===== src/rtl/instr_fetch_pkg.sv =====
// Shared constants for the fetch stage and the decoder it feeds.
package instr_fetch_pkg;

  // Fetch FSM state encoding; the numeric values appear on test_state.
  typedef enum logic [2:0] {
    S_IDLE = 3'd0,
    S_ADDR = 3'd1,
    S_B0   = 3'd2,
    S_B1   = 3'd3,
    S_B2   = 3'd4,
    S_B3   = 3'd5,
    S_EXEC = 3'd6,
    S_SYNC = 3'd7
  } fetch_state_e;

  localparam int PC_STEP_DEFAULT = 4;
  localparam int INSTR_W         = 32;
  localparam int BYTE_W          = 8;

endpackage


===== src/rtl/instr_fetch_if.sv =====
// Bus bundle between the fetch stage, instruction memory, PC register and decoder.
interface instr_fetch_if
  import instr_fetch_pkg::*;
#(
  parameter int ADDR_W = 32
);

  logic [ADDR_W-1:0]  IMemory_raddr;
  logic [BYTE_W-1:0]  IMemory_rdata;
  logic [ADDR_W-1:0]  PC_rdata;
  logic [ADDR_W-1:0]  PC_fetch_wdata;
  logic               PC_fetch_wren;
  logic               PC_decode_wren;
  logic [INSTR_W-1:0] instr;
  logic               run;
  logic               ok;
  logic               intr;

  // Fetch-stage view.
  modport master (
    output IMemory_raddr, PC_fetch_wdata, PC_fetch_wren, instr, run,
    input  IMemory_rdata, PC_rdata, PC_decode_wren, ok, intr
  );

  // Memory / PC / decoder view.
  modport slave (
    input  IMemory_raddr, PC_fetch_wdata, PC_fetch_wren, instr, run,
    output IMemory_rdata, PC_rdata, PC_decode_wren, ok, intr
  );

endinterface


===== src/rtl/instr_fetch.sv =====
// Instruction fetch: assembles a 32-bit word from four byte reads, hands it to
// the decoder, then advances the PC unless the decoder redirected it.
module instr_fetch
  import instr_fetch_pkg::*;
#(
  parameter int PC_STEP = PC_STEP_DEFAULT,
  parameter int ADDR_W  = 32
) (
  input  logic        clk,
  input  logic        rst,
  input  logic        halt,
  instr_fetch_if.master bus,
  output logic [31:0] instr_count,
  output logic [2:0]  test_state
);

  fetch_state_e       r_state;
  fetch_state_e       w_next;
  logic [ADDR_W-1:0]  r_raddr;
  logic [INSTR_W-1:0] r_instr;
  logic [ADDR_W-1:0]  r_wdata;
  logic               r_wren;
  logic               r_run;
  logic [31:0]        r_count;
  logic               r_redirect;
  logic               r_stopped;

  // State register.
  always_ff @(posedge clk) begin
    // NOTE: sequential state uses non-blocking assignments so every register
    // samples pre-edge values regardless of statement order.
    if (rst) r_state <= S_IDLE;
    else     r_state <= w_next;
  end

  // Next-state decode.
  always_comb begin
    // NOTE: default assigned first so no path leaves w_next unassigned (no latch).
    w_next = r_state;
    case (r_state)
      S_IDLE:  if (!halt && !r_stopped) w_next = S_ADDR;
      S_ADDR:  w_next = halt ? S_IDLE : S_B0;
      S_B0:    w_next = S_B1;
      S_B1:    w_next = S_B2;
      S_B2:    w_next = S_B3;
      S_B3:    w_next = S_EXEC;
      S_EXEC:  if (bus.ok) w_next = S_SYNC;
      S_SYNC:  w_next = (r_stopped || halt) ? S_IDLE : S_ADDR;
      default: w_next = S_IDLE;
    endcase
  end

  // Datapath: byte assembly, decoder handshake, PC update and retire count.
  always_ff @(posedge clk) begin
    if (rst) begin
      r_raddr    <= '0;
      r_instr    <= '0;
      r_wdata    <= '0;
      r_wren     <= 1'b0;
      r_run      <= 1'b0;
      r_count    <= '0;
      r_redirect <= 1'b0;
      r_stopped  <= 1'b0;
    end else begin
      case (r_state)
        S_ADDR: begin
          r_raddr    <= bus.PC_rdata;
          r_redirect <= 1'b0;
        end
        S_B0: begin
          r_instr[7:0] <= bus.IMemory_rdata;
          r_raddr      <= r_raddr + 1'b1;
        end
        S_B1: begin
          r_instr[15:8] <= bus.IMemory_rdata;
          r_raddr       <= r_raddr + 1'b1;
        end
        S_B2: begin
          r_instr[23:16] <= bus.IMemory_rdata;
          r_raddr        <= r_raddr + 1'b1;
        end
        S_B3: begin
          r_instr[31:24] <= bus.IMemory_rdata;
          r_run          <= 1'b1;
        end
        S_EXEC: begin
          if (bus.PC_decode_wren) r_redirect <= 1'b1;
          if (bus.ok) begin
            r_run   <= 1'b0;
            r_count <= r_count + 1'b1;
            // A decoder PC write in the same cycle as ok still counts as a redirect.
            if (!r_redirect && !bus.PC_decode_wren) begin
              r_wdata <= bus.PC_rdata + ADDR_W'(PC_STEP);
              r_wren  <= 1'b1;
            end
            if (bus.intr) r_stopped <= 1'b1;
          end
        end
        S_SYNC: r_wren <= 1'b0;
        default: ;
      endcase
    end
  end

  assign bus.IMemory_raddr  = r_raddr;
  assign bus.instr          = r_instr;
  assign bus.PC_fetch_wdata = r_wdata;
  assign bus.PC_fetch_wren  = r_wren;
  assign bus.run            = r_run;
  assign instr_count        = r_count;
  assign test_state         = r_state;

endmodule


===== src/flat_wrapper.sv =====
// flat-port wrapper written by rule: the top's interface ports become plain ports
module instr_fetch_flat import instr_fetch_pkg::*;
#(
  parameter int PC_STEP = PC_STEP_DEFAULT,
  parameter int ADDR_W  = 32
)
  (clk, rst, halt, instr_count, test_state, bus_IMemory_raddr, bus_PC_fetch_wdata, bus_PC_fetch_wren, bus_instr, bus_run, bus_IMemory_rdata, bus_PC_rdata, bus_PC_decode_wren, bus_ok, bus_intr);
  instr_fetch_if #(.ADDR_W(ADDR_W)) bus_i ();
  input  logic clk;
  input  logic rst;
  input  logic halt;
  output logic [31:0] instr_count;
  output logic [2:0] test_state;
  output wire logic [$bits(bus_i.IMemory_raddr)-1:0] bus_IMemory_raddr;
  output wire logic [$bits(bus_i.PC_fetch_wdata)-1:0] bus_PC_fetch_wdata;
  output wire logic [$bits(bus_i.PC_fetch_wren)-1:0] bus_PC_fetch_wren;
  output wire logic [$bits(bus_i.instr)-1:0] bus_instr;
  output wire logic [$bits(bus_i.run)-1:0] bus_run;
  input wire logic [$bits(bus_i.IMemory_rdata)-1:0] bus_IMemory_rdata;
  input wire logic [$bits(bus_i.PC_rdata)-1:0] bus_PC_rdata;
  input wire logic [$bits(bus_i.PC_decode_wren)-1:0] bus_PC_decode_wren;
  input wire logic [$bits(bus_i.ok)-1:0] bus_ok;
  input wire logic [$bits(bus_i.intr)-1:0] bus_intr;
  assign bus_IMemory_raddr = bus_i.IMemory_raddr;
  assign bus_PC_fetch_wdata = bus_i.PC_fetch_wdata;
  assign bus_PC_fetch_wren = bus_i.PC_fetch_wren;
  assign bus_instr = bus_i.instr;
  assign bus_run = bus_i.run;
  assign bus_i.IMemory_rdata = bus_IMemory_rdata;
  assign bus_i.PC_rdata = bus_PC_rdata;
  assign bus_i.PC_decode_wren = bus_PC_decode_wren;
  assign bus_i.ok = bus_ok;
  assign bus_i.intr = bus_intr;
  instr_fetch #(.PC_STEP(PC_STEP), .ADDR_W(ADDR_W)) u_core (.clk(clk), .rst(rst), .halt(halt), .bus(bus_i), .instr_count(instr_count), .test_state(test_state));
endmodule

===== config.mk =====
export PLATFORM = sky130hd
export DESIGN_NAME = instr_fetch_flat
export DESIGN_NICKNAME = d
export VERILOG_FILES = /design/src/rtl/instr_fetch_pkg.sv /design/src/rtl/instr_fetch_if.sv /design/src/rtl/instr_fetch.sv /design/src/flat_wrapper.sv
export SDC_FILE = /design/constraint.sdc
export NUM_CORES = 1
export LEC_CHECK = 0
export BUFFER_PORTS_ARGS = -buffer_cell sky130_fd_sc_hd__buf_4
export CAP_MARGIN = 20
export CORE_AREA = 4 4 116 118
export CTS_CLUSTER_DIAMETER = 200
export DETAILED_ROUTE_END_ITERATION = 8
export DIE_AREA = 0 0 120 122
export HOLD_SLACK_MARGIN = 0.12
export PLACE_DENSITY = 0.86
export SLEW_MARGIN = 20
export SYNTH_ARGS = -nofsm -noshare
export SYNTH_HDL_FRONTEND = slang
export SYNTH_SLANG_ARGS = --single-unit

===== constraint.sdc =====
create_clock -name clk -period 2.52 [get_ports clk]
set_clock_uncertainty 0.2 [all_clocks]
set_input_delay 0.126 -clock clk [delete_from_list [all_inputs] [get_ports clk]]
set_output_delay 0.126 -clock clk [all_outputs]
set_load 0.03 [all_outputs]

## After elaboration in Yosys (flattened, before gate mapping)

Cells that the tools add are included.

- Div/mod/pow operators: 0
- Mux-type cells: 13
- Shift operators: 0
- Multipliers: 0
- Order comparisons: 0
- Reduce and logical (&&, ||, !) cells: 20
- Bitwise gates (word level): 0
- Add/subtract/negate cells: 3
- Equality and inequality tests: 11

Operator list:

| cell | count |
|---|---|
| 32-bit by 1-bit adder with 32-bit output, second input constant | 2 |
| 32-bit case mux with 2 select lines | 1 |
| 32-bit by 3-bit adder with 32-bit output, second input constant | 1 |
| 3-bit case mux with 8 select lines | 1 |
| 3-bit equality test, second input constant | 4 |
| 3-bit AND reduction | 3 |
| 2-bit AND reduction | 4 |
| 2-bit nonzero test | 4 |
| 3-bit by 2-bit equality test with 1-bit output, second input constant | 2 |
| 3-bit two-way mux | 2 |
| 1-bit case mux with 2 select lines | 3 |
| 1-bit two-way mux | 5 |
| 1-bit logical NOT | 4 |
| 2-bit by 1-bit != test with 1-bit output, second input constant | 2 |
| 2-bit != test, second input constant | 2 |
| 3-bit by 1-bit equality test with 1-bit output, second input constant | 1 |
| 3-bit logical NOT | 1 |
| 3-bit OR reduction | 1 |
| 1-bit logical AND | 2 |
| 2-bit two-way mux | 1 |
| 1-bit logical OR | 1 |

- Bits in writable memories: 0
- Memories kept: 0
- Bits of input ports: 46
- Word-level logic and storage cells: 59
- Output and inout bits: 133
- Register bits after elaboration: 135
- Memory bits (read-only): 0
- Bits in latches: 0

## Logic depth before layout (Yosys ltp)

- Depth in word-level cells: 5
- Gate-level depth with buffers: 8
- Mapped depth without buffers: 6

## Least setup slack after synthesis

No wires, ideal clock.

- Kind: register to register
- Start point: register u_core.r_raddr[2] (netlist: u_core.bus.IMemory_raddr[2])
- End point: register u_core.r_raddr[22] (netlist: u_core.bus.IMemory_raddr[22])
- Data arrival time: 2136 ps
- Data required time: 2250 ps
- Stages on the path, launching flop included: 7
- Period minus slack after synthesis: 2406 ps
- Path slack: 114 ps
- Cells stage by stage: dfxtp_1 clkbuf_1 nand4_2 or4_1 nor4_1 mux2_2 a21oi_1

- Cells in the longest elaborated chain, start to end: 2

Ends and longest elaborated chain:

| what | line | source |
|---|---|---|
| from (decl) | instr_fetch.sv:19 | `logic [ADDR_W-1:0] r_raddr;` |
| from (signal assigned) | instr_fetch.sv:67 | `r_raddr <= bus.PC_rdata;` |
| from (signal assigned) | instr_fetch.sv:72 | `r_raddr <= r_raddr + 1'b1;` |
| from (signal assigned) | instr_fetch.sv:76 | `r_raddr <= r_raddr + 1'b1;` |
| 32-bit by 1-bit adder with 32-bit output | instr_fetch.sv:72, instr_fetch.sv:76, instr_fetch.sv:80 |  |
| 32-bit case mux with 2 select lines | instr_fetch.sv:65 | `case (r_state)` |

No other way between the ends.
A chain may end at the register's enable or synchronous reset.

## Final worst setup path

- Start point: input port bus_PC_rdata[20]
- End point: register u_core.r_wdata[31] (netlist: u_core.bus.PC_fetch_wdata[31])

- Cells in the longest elaborated chain, start to end: 1

Ends and longest elaborated chain:

| what | line | source |
|---|---|---|
| from (decl) | flat_wrapper.sv:20 | `input wire logic [$bits(bus_i.PC_rdata)-1:0] bus_PC_rdata;` |
| 32-bit by 3-bit adder with 32-bit output | instr_fetch.sv:93 | `r_wdata <= bus.PC_rdata + ADDR_W'(PC_STEP);` |
| to (signal assigned) | instr_fetch.sv:93 |  |
| to (decl) | instr_fetch.sv:21 | `logic [ADDR_W-1:0] r_wdata;` |

No other way between the ends.

==> summary.md <==
| Metric | Value |
|---|---|
| Share of cells above drive strength 1 | `0.2540` |
| Worst-path maximum fanout | `3` |
| Setup violators final | `0` |
| CTS Buffer Depth | `2` |
| Unrepaired setup endpoints after global routing | `true` |
| Critical Path Start | `bus_PC_rdata[20]` |
| Pin slew with the least headroom to its limit | `0.7635 ns` |
| RR Endpoint | `u_core.bus.IMemory_raddr[10]$_SDFFE_PP0P_` |
| Gr ovfl total | `0` |
| Met1 WL | `8427 um` |
| CTS Sinks | `135` |
| Min-delay worst type | `in -> reg` |
| Synth Area per Inst | `8.148 um^2` |
| GRT Total Usage | `0.3021` |
| Vias per inst | `5.926` |
| Clock Latency Late Sink | `roughly 0.42 ns` |
| Total Routed Length | `around 22000 um` |
| R2R Setup Slk | `between 0.1 and 0.15 ns` |
| Peak supply drop | `around 0.42 mV` |
| CP endpoint kind | `register` |
| Num rows | `roughly 40` |
| FF-to-FF path depth | `6` |
| Initial Util | `0.5229` |
| H-tree depth | `4` |
| Layout fillers | `around 820` |
| Metal3 WL | `between 2000 and 2500 um` |
| GP Congestion | `slightly above 0.9` |
| Largest net degree at the start of global routing | `65` |
| Post-synth top area share | `0.4146` |
| Die footprint | `14640 um^2` |
| Top sig layer | `met4` |
| Fraction of registers with async set/reset | `0` |
| Core area | `12470 um^2` |
| ANT nets after route | `0` |
| Critical path's most frequent cell | `dlygate4sd3_1` |
| Port bufs | `about 180` |
| Register area share after synthesis | `0.4146` |
| Main flop type after synthesis | `dfxtp_1` |
| Diodes inserted | `0` |
| Final Hold Viols | `0` |
| Global-route wire length before repair | `around 36000 um` |
| Layout area overhead | `44.45%` |
| Worst Path Required | `around 2.6 ns` |
| YS warnings | `0` |
| Seq. cell area | `around 2700 um^2` |
| Hold endpoint | `u_core.bus.PC_fetch_wdata[21]$_SDFFE_PP0P_` |
| P_int | `0.004124 W` |
| Crit start category | `input pin` |
| Post-synth top area cell | `dfxtp_1` |
| Antenna violations before repair | `0` |
| Nets@finish | `approximately 1.1k` |
| Status | `complete, no violations` |
| Clock-pin slew on the worst setup and hold paths | `~0.06 ns` |
| Die height | `122 um` |
| Multi-input logic area | `3627 um^2` |
| DRT iter0 DRCs | `between 800 and 900` |
| Final core utilization | `0.7554` |
| Part of the power in registers | `0.409` |
| Root Buffer | `clkbuf_16` |
| Vias | `roughly 7.3k` |
| Mapped cell area | `roughly 6500 um^2` |
| Synth area leaders | `dfxtp_1, nand2_1, a21oi_1, xnor2_1, nor2_1` |
| MaxCap Viol Count | `0` |
| Period utilization | `0.9922` |
| Sw Pwr | `0.001435 W` |
| Clock power share | `0.453` |
| Max incr delay on CP | `about 0.59 ns` |
| Sw Ratio | `0.2581` |
| WL met2 | `about 11000 um` |
| Worst Path Buf+Inv | `3` |
| Fin. max-slew vios | `0` |
| Inserted Clock Buffers | `17` |
| Power Density | `590.4 nW/um^2` |
| Minimum clock period | `between 2 and 3 ns` |
| Pre-antenna DRT Iters | `5` |
| Worst path cell trace | `dlygate4sd3_1, buf_4, nand3_1, or4_4, nor4_2, xnor2_1, dlygate4sd3_1, a21oi_1` |
| Gate Count Post-Synth | `800` |
| WL/cell | `18.19 um` |
| CTS tree | `done` |
| WHS Path Cells | `6` |
| Slew headroom | `0.4910` |
| Count leader, synth | `dfxtp_1` |
| CP delay by family, top | `buffers and inverters` |
| Crit path DAT | `2.60 ns` |
| Detail Placement HPWL | `~14000 um` |
| Hold Startpoint | `bus_PC_rdata[17]` |
| Register bit total from synthesis | `around 140` |
| LEAKAGE | `between 3 and 4 nW` |
| Fin cells | `roughly 1.2k` |
| Synth cell count leaders | `dfxtp_1, nand2_1, nor2_1` |
| Number of global-route vias before repair | `7013` |
| Residual DRC | `0` |
| EDFF count, synth | `0` |
| I/O Pins | `between 150 and 200` |
| Placed Cells | `between 1k and 1.5k` |
| Net Count, Synth | `849` |
| Maximum achievable frequency | `around 400 MHz` |
| Crit Path Category | `in -> reg` |
| Die Wd | `approximately 120 um` |
| CP max-delay cell | `or4_4` |
| Combinational share of power | `0.138` |
| R2r startpoint | `u_core.test_state[0]$_SDFFE_PP0P_` |
| Synth cell types | `57` |
## stage by stage
| step | power [W] | hold slack [ns] | TNS [ns] | setup slack (ns) | cell area, um^2 |
|---|---|---|---|---|---|
| 2_1_floorplan | 0.002675 | 0.02210 | 0 | 0.1138 | 6519 |
| 3_3_place_gp | 0.002974 | 0.1476 | 0 | 0.2430 | 8172 |
| 3_5_place_dp | 0.002980 | 0.1631 | 0 | 0.1993 | 8172 |
| 4_1_cts | 0.005545 | 0.1603 | 0 | 0.01604 | 9368 |
| 5_1_grt | 0.005745 | 0.2191 | -0.3351 | -0.1026 | 9417 |
| 6_report | 0.005559 | 0.1916 | 0 | 0.01965 | 9417 |
## cells in the final DEF, fill, tap and decap left out, types with 4 or more instances in the layout
master           n
buf_4          214
dfxtp_1        135
nand2_1         94
nor2_1          73
a21oi_1         70
dlygate4sd3_1   60
nand3_1         48
o21ai_0         47
xnor2_1         33
nand4_1         31
xor2_1          28
nor3_1          21
clkbuf_16       17
mux2i_1         15
a31oi_1         15
a211oi_1        14
or3_1           14
and3_1          13
inv_1           12
nor4_1          10
and4_1           8
o211ai_1         6
nor3b_1          4
and2_1           4
a22oi_1          4
mux2_2           4
or2_2            4
clkinv_2         4
## what timing repair did
action | in CTS | in global routing
hold endpoints to repair | 109 | 0
hold buffers | 60 | 0
buffers inserted | 0 | 1
setup endpoints to repair | 0 | 9
resized for setup | 0 | 7
## layout make-up
class	count	share of cell area
Multi-Input combinational cell	606	0.3852
Clock inverter	9	0.01329
Clock buffer	21	0.04996
Inverter	13	0.005182
Tap cell	172	0.02285
Sequential cell	135	0.2870
Timing Repair Buffer	275	0.2365
## cells by family (layout without fill, tap and decap cells)
kind of cell / Yosys count / count (layout) / share of synthesized area
mux: 19 / 19 / 0.02994
flops: 135 / 135 / 0.4146
fa+ha+maj: 3 / 3 / 0.005759
xor+xnor: 61 / 61 / 0.08196
simple gates: 347 / 347 / 0.2718
compound gates: 176 / 176 / 0.1589
buf+inv: 59 / 318 / 0.03704
## metal layers
metal,track usage,vias to the layer above
met5,0,-
met4,0.1546,0
met3,0.08635,80
met2,0.4991,424
met1,0.3590,3413
li1,-,3378
## worst min-delay path, cell delays in order
cell and delay [ns]:
buf_4 0.12, nand4_1 0.13, nor2_1 0.12, nand2_1 0.09, xor2_1 0.06, a21oi_1 0.12
## state kept, by name, indices dropped and copies added, names as in the netlist
| signal | count |
|---|---|
| u_core.bus.PC_fetch_wren | 1 |
| u_core.bus.PC_fetch_wdata | 32 |
| u_core.bus.instr | 32 |
| u_core.r_redirect | 1 |
| u_core.instr_count | 32 |
| u_core.bus.IMemory_raddr | 32 |
| u_core.r_stopped | 1 |
| u_core.bus.run | 1 |
| u_core.test_state | 3 |
## power groups by stage
stage	clock, W	combinational (W)	sequential (W)
2_1_floorplan	0	0.000269	0.00241
3_3_place_gp	0	0.000663	0.00231
3_5_place_dp	0	0.000667	0.00231
4_1_cts	0.00253	0.000743	0.00227
5_1_grt	0.00265	0.000813	0.00228
6_report	0.00252	0.000767	0.00227
## how the worst max path moves through the flow
stage | to | slack (ns) | cells after the start
after floorplan | u_core.bus.IMemory_raddr[22]$_SDFFE_PP0P_ | 0.11 | 6
after global placement | u_core.bus.IMemory_raddr[15]$_SDFFE_PP0P_ | 0.24 | 6
after detailed placement | u_core.bus.IMemory_raddr[15]$_SDFFE_PP0P_ | 0.20 | 6
after CTS | u_core.bus.PC_fetch_wdata[30]$_SDFFE_PP0P_ | 0.02 | 8
after global routing | u_core.bus.PC_fetch_wdata[27]$_SDFFE_PP0P_ | -0.10 | 8
final | u_core.bus.PC_fetch_wdata[31]$_SDFFE_PP0P_ | 0.02 | 8
Power figures use the tool's default switching activity.
